### src/rtl/audio_dsm_stereo.sv
// -----------------------------------------------------------------------------
// audio_dsm_stereo
// Stereo 1-bit audio output stage. Signed PCM pairs arrive over a valid/ready
// handshake into a single pending slot and are moved into the playing register
// once per sample period (DIV clk cycles). Each channel drives a first-order
// delta-sigma modulator whose registered carry is the pin-DAC bitstream.
//
// Parameters
//   SAMPLE_W  PCM sample width, two's complement
//   DIV       clk cycles per sample period (>= 2)
//
// Ports
//   clk       audio clock
//   reset_n   asynchronous active-low reset
//   in_valid  sample pair valid
//   in_ready  stage can accept a pair (depends on registered state only)
//   in_l      left sample, signed
//   in_r      right sample, signed
//   mute      1 = modulators play digital zero (mid-scale)
//   audio_l   left delta-sigma bitstream (registered)
//   audio_r   right delta-sigma bitstream (registered)
//   underrun  1-cycle pulse on a sample tick with no pending pair
//
// Build option
//   AUDIO_DSM_DITHER_EN  when defined, a 16-bit Fibonacci LFSR (taps 16,14,13,11,
//                        seed 16'hACE1) supplies the carry-in of both
//                        accumulator adds to break up idle tones.
// -----------------------------------------------------------------------------
module audio_dsm_stereo #(
    parameter int SAMPLE_W = 16,
    parameter int DIV      = 375
) (
    input  logic                clk,
    input  logic                reset_n,
    input  logic                in_valid,
    output logic                in_ready,
    input  logic [SAMPLE_W-1:0] in_l,
    input  logic [SAMPLE_W-1:0] in_r,
    input  logic                mute,
    output logic                audio_l,
    output logic                audio_r,
    output logic                underrun
);

    localparam int                  CNT_W   = $clog2(DIV);
    localparam logic [CNT_W-1:0]    CNT_MAX = CNT_W'(DIV - 1);
    localparam logic [CNT_W-1:0]    CNT_ONE = CNT_W'(1);
    // Flipping the sign bit turns two's complement into offset binary.
    localparam logic [SAMPLE_W-1:0] MSB_ONE = {1'b1, {(SAMPLE_W-1){1'b0}}};

    logic [CNT_W-1:0]    cnt_r;
    logic                pend_valid_r;
    logic [SAMPLE_W-1:0] pend_l_r;
    logic [SAMPLE_W-1:0] pend_r_r;
    logic [SAMPLE_W-1:0] cur_l_r;
    logic [SAMPLE_W-1:0] cur_r_r;
    logic [SAMPLE_W-1:0] acc_l_r;
    logic [SAMPLE_W-1:0] acc_r_r;
    logic                audio_l_r;
    logic                audio_r_r;

    logic                tick_s;
    logic                xfer_s;
    logic                cin_s;
    logic [SAMPLE_W-1:0] u_l_s;
    logic [SAMPLE_W-1:0] u_r_s;
    logic [SAMPLE_W:0]   acc_l_next_s;
    logic [SAMPLE_W:0]   acc_r_next_s;

`ifdef AUDIO_DSM_DITHER_EN
    logic [15:0] lfsr_r;

    // Right-shifting Fibonacci form of taps 16,14,13,11.
    function automatic logic [15:0] lfsr_next(input logic [15:0] s);
        lfsr_next = {s[0] ^ s[2] ^ s[3] ^ s[5], s[15:1]};
    endfunction

    // Dither generator: advances every clk.
    always_ff @(posedge clk or negedge reset_n) begin
        if (!reset_n) begin
            lfsr_r <= 16'hACE1;
        end else begin
            lfsr_r <= lfsr_next(lfsr_r);
        end
    end

    assign cin_s = lfsr_r[0];
`else
    assign cin_s = 1'b0;
`endif

    // Pacer tick, handshake decode, modulator inputs and accumulator sums.
    always_comb begin
        tick_s = (cnt_r == CNT_MAX);
        xfer_s = in_valid & ~pend_valid_r;
        if (mute) begin
            u_l_s = MSB_ONE;
            u_r_s = MSB_ONE;
        end else begin
            u_l_s = cur_l_r ^ MSB_ONE;
            u_r_s = cur_r_r ^ MSB_ONE;
        end
        acc_l_next_s = {1'b0, acc_l_r} + {1'b0, u_l_s} + {{SAMPLE_W{1'b0}}, cin_s};
        acc_r_next_s = {1'b0, acc_r_r} + {1'b0, u_r_s} + {{SAMPLE_W{1'b0}}, cin_s};
    end

    // Sample-period counter, wraps at DIV-1.
    always_ff @(posedge clk or negedge reset_n) begin
        if (!reset_n) begin
            cnt_r <= {CNT_W{1'b0}};
        end else if (tick_s) begin
            cnt_r <= {CNT_W{1'b0}};
        end else begin
            cnt_r <= cnt_r + CNT_ONE;
        end
    end

    // Pending slot and playing register. A transfer needs an empty slot and a
    // tick only drains a full one, so the two branches never coincide.
    always_ff @(posedge clk or negedge reset_n) begin
        if (!reset_n) begin
            pend_valid_r <= 1'b0;
            pend_l_r     <= {SAMPLE_W{1'b0}};
            pend_r_r     <= {SAMPLE_W{1'b0}};
            cur_l_r      <= {SAMPLE_W{1'b0}};
            cur_r_r      <= {SAMPLE_W{1'b0}};
        end else if (xfer_s) begin
            pend_valid_r <= 1'b1;
            pend_l_r     <= in_l;
            pend_r_r     <= in_r;
        end else if (tick_s && pend_valid_r) begin
            pend_valid_r <= 1'b0;
            cur_l_r      <= pend_l_r;
            cur_r_r      <= pend_r_r;
        end else begin
            pend_valid_r <= pend_valid_r;
        end
    end

    // Delta-sigma accumulators; the carry out of each add is the output bit.
    always_ff @(posedge clk or negedge reset_n) begin
        if (!reset_n) begin
            acc_l_r   <= {SAMPLE_W{1'b0}};
            acc_r_r   <= {SAMPLE_W{1'b0}};
            audio_l_r <= 1'b0;
            audio_r_r <= 1'b0;
        end else begin
            acc_l_r   <= acc_l_next_s[SAMPLE_W-1:0];
            acc_r_r   <= acc_r_next_s[SAMPLE_W-1:0];
            audio_l_r <= acc_l_next_s[SAMPLE_W];
            audio_r_r <= acc_r_next_s[SAMPLE_W];
        end
    end

    assign in_ready = ~pend_valid_r;
    assign underrun = tick_s & ~pend_valid_r;
    assign audio_l  = audio_l_r;
    assign audio_r  = audio_r_r;

endmodule
### config.mk
export PLATFORM = sky130hd
export DESIGN_NAME = audio_dsm_stereo
export DESIGN_NICKNAME = d
export VERILOG_FILES = /design/src/rtl/audio_dsm_stereo.sv
export SDC_FILE = /design/constraint.sdc
export NUM_CORES = 1
export LEC_CHECK = 0
export BUFFER_PORTS_ARGS = -buffer_cell sky130_fd_sc_hd__buf_2
export CORE_ASPECT_RATIO = 0.7
export CORE_MARGIN = 2
export CORE_UTILIZATION = 56
export CTS_BUF_LIST = sky130_fd_sc_hd__clkbuf_4
export DETAILED_ROUTE_END_ITERATION = 16
export PLACE_DENSITY = 0.84
export SYNTH_ARGS = -nofsm -noshare
export SYNTH_HDL_FRONTEND = slang
export SYNTH_SLANG_ARGS = --single-unit
export TNS_END_PERCENT = 20
### constraint.sdc
create_clock -name clk -period 2.35 [get_ports clk]
set_input_delay 0.47 -clock clk [delete_from_list [all_inputs] [get_ports clk]]
set_output_delay 0.47 -clock clk [all_outputs]
set_load 0.1 [all_outputs]
==> key figures <==
Drt
  • Routed wl met3: ~520 um
  • Top sig layer: met4
  • DR WL/cell: 16.1 um
  • Routed Antenna Nets: 0
  • Vias: roughly 3700
  • Vias per inst: between 5 and 6
  • DRC violations left: 0
  • Post-Route WL: 10.6 mm
  • DR iter-0 viols: 303
  • Met2 wire len: 4.87 mm
  • Wl on met1: 5.05 mm
  • DR pass1 iterations: 5

CTS
  • TritonCTS Buffers: 9
  • CTS tree: built
  • Latest clock arrival within the worst-skew pair: 470 ps
  • # H-tree levels: 3
  • Max Buffers Root-to-Sink: 2
  • Clock slew at reported path FFs: 150 ps
  • Clk root buf: clkbuf_4
  • CTS Sinks: 108

Min path
  • Hold Path End: pend_r_r[5]
  • Hold Crit Class: in -> reg
  • Worst Hold Depth: 2
  • Hold_sp: in_r[5]

Synth
  • Syn nets: 527
  • Synth cell count leaders: 108 x dfrtp_1, 34 x ha_1, 33 x mux2_2, 33 x nor2b_1, 29 x mux2_4
  • Async set-or-reset flop fraction in the synthesized netlist: 1.00
  • Ys flop type: dfrtp_1
  • Post-synthesis cell area: 0.00552 sq mm
  • Syn Area/Cell: between 10 and 15 sq um
  • Yosys warning count: 0
  • Most frequent cell after synthesis: dfrtp_1
  • Number of synthesized register bits: between 100 and 150
  • Post-synth top area share: 0.489
  • Netlist cell types: 47
  • Cells after Synth: 455
  • Sequential-to-total area share from yosys stat: 0.489
  • Synth area leader: dfrtp_1
  • Area contributors post-synth: dfrtp_1 49%, mux2_4 7.9%, ha_1 7.7%
  • Number of synthesized flops with an enable pin: 0

Layout
  • Layout cells sized above 1: 0.297
  • Final net count: a little under 600
  • Synthesis-to-finish area growth: 12.7%
  • ANT cells: 0

Global routing
  • Initial antenna violation count: 0
  • Vias in the first global route: 3790
  • Gr usage total: 0.219
  • First-pass GRT wire length: 18.1 mm
  • Largest net degree at the start of global routing: 50
  • Grt ovf: 0

Floorplanning
  • Die Height: between 80 and 90 um
  • Area of the core: 0.00965 sq mm
  • Die Wd: around 120 um
  • Initial core utilization: 0.573
  • FP Rows: 30
  • Num ports: 40
  • DIE AREA: about 0.011 sq mm

Critical path
  • CP max FO: 5
  • Cell breakdown of the critical path: or2b_1 -> and2b_2 -> and2_4 -> buf_12
  • Setup crit end kind: primary output
  • Critical Path Stages: 4
  • Setup slack, reg-to-reg: 180 ps
  • FF-to-FF Start: cur_r_r[0]
  • Crit-path leading delay family: simple AND/OR/NAND/NOR gates
  • Worst Path Required: 1880 ps
  • Setup Crit Path Kind: reg -> out
  • Slowest cell on the critical path: dfrtp_1
  • Crit start category: register
  • Slowest stage delay, CP: 470 ps
  • CP Buf/Inv Count: 1
  • Critical path origin: cnt_r[3]
  • R2r endpoint: audio_r
  • Worst Reg-to-Reg Cells: 8
  • Critical Path AT: roughly 1800 ps

Timing
  • Slew HR: 0.681
  • Final Hold Fails: 0
  • Skew final: 19.3 ps
  • Slew @ Worst Pin: ~480 ps
  • Final period util: 0.945
  • Pins Over Slew Limit: 0
  • Tmin final: 2220 ps
  • Hold_ws: 214 ps
  • Total Neg Setup Slack: 0 ps
  • Max Freq: 0.450 GHz
  • Setup-failing EPs final: 0

Pwr
  • Power density over the cells: 508 mW/mm^2
  • Leakage: 3.26 nW
  • Peak supply drop: 0.340 mV

Placed design
  • Port Buffers: 39
  • Detailed placer's ending HPWL: around 7.5 mm
  • Routability cong.: 0.896

Outcome
  • Status: complete, no violations

Flow run
  • Max cap viols: 0
[layout make-up]
cell class	count	area, sq um
Fill cell	712	3420
Tap cell	128	160
Clock buffer	11	82.6
Inverter	3	11.3
Multi-Input combinational cell	329	2700
Sequential cell	108	2700
Timing Repair Buffer	72	488
Clock inverter	5	76.3
[per-stage QoR]
| step | cell area [sq um] | setup slack (ps) | utilization | cells | power (mW) |
|---|---|---|---|---|---|
| 2_1_floorplan | 5520 | 74.7 | - | 455 | 2.06 |
| 3_3_place_gp | 6000 | -7.26 | 0.622 | 632 | 2.15 |
| 3_5_place_dp | 6000 | -98.0 | 0.622 | 632 | 2.16 |
| 4_1_cts | 6210 | 24.7 | 0.644 | 655 | 3.20 |
| 5_1_grt | 6220 | -1.01 | 0.645 | 656 | 3.30 |
| 6_report | 6220 | 129 | 0.645 | 656 | 3.16 |
[state kept, by name, summed over array words and instances (netlist names)]
name / flops
cnt_r: 9
acc_r_r: 16
cur_r_r: 16
audio_l: 1
cur_l_r: 16
pend_r_r: 16
acc_l_r: 16
pend_l_r: 16
audio_r: 1
pend_valid_r: 1
[logic make-up (layout without fill, tap and decap cells)]
family                     after synthesis  count (layout)  synth area share
AOI/OAI and AO/OA                       81              81            0.0904
and+or+nand+nor                        115             115             0.110
xor gates and xnor gates                31              31            0.0492
muxes                                   66              66             0.154
DFF                                    108             108             0.489
adders and majority gates               36              36            0.0843
buffers and inverters                   18              91            0.0231
[where the power goes]
| part | internal, mW | total, mW | switching (mW) |
|---|---|---|---|
| clock network | 0.451 | 1.04 | 0.584 |
| registers | 1.93 | 1.97 | 0.0397 |
| logic | 0.0846 | 0.155 | 0.0703 |
| total | 2.47 | 3.16 | 0.694 |
[worst max path at each step]
| stage | slack [ps] | to |
|---|---|---|
| finish | 130 | underrun |
| global route | -1 | underrun |
| CTS | 20 | underrun |
| detailed placement | -100 | audio_l |
| global placement | -7 | acc_l_r[12] |
| floorplan | 70 | audio_r |
[routing by layer]
layer,vias to the layer above,global-route usage
met4,0,0.0867
met5,-,0
met2,101,0.334
li1,1737,-
met1,1835,0.306
met3,12,0.0497
[placed cells by master (no fill, tap or decap), types with 2 or more instances in the layout]
master     instances
xnor2_1           16
a211oi_1           4
and2_1             2
nand2_1           26
a21o_1             7
buf_12             3
buf_4             31
nand2b_1           6
clkbuf_4          11
o21a_1             3
nand4_1            4
dfrtp_1          108
ha_1              34
inv_1              3
a21oi_1           25
a31oi_1            5
xor2_1            15
o22ai_1            3
nand3_1           10
and3_1             2
a211o_1            2
o21ai_0           18
or2_2              2
fa_1               2
nor2_1            24
o21bai_1           3
mux2_1             2
a41oi_1            2
o31ai_1            2
bufinv_16          2
mux2i_1            2
buf_2             37
nor2b_1           32
mux2_2            33
mux2_4            29
[repair_timing]
item / 4_1_cts / 5_1_grt
hold buffers: 1 / 0
gates resized for setup: 2 / 1
setup buffers: 6 / 1
pin swaps: 1 / 0
endpoints found under the hold margin: 21 / 0
endpoints found under the setup margin: 1 / 2
No activity file was read; power rests on OpenSTA's default activity.
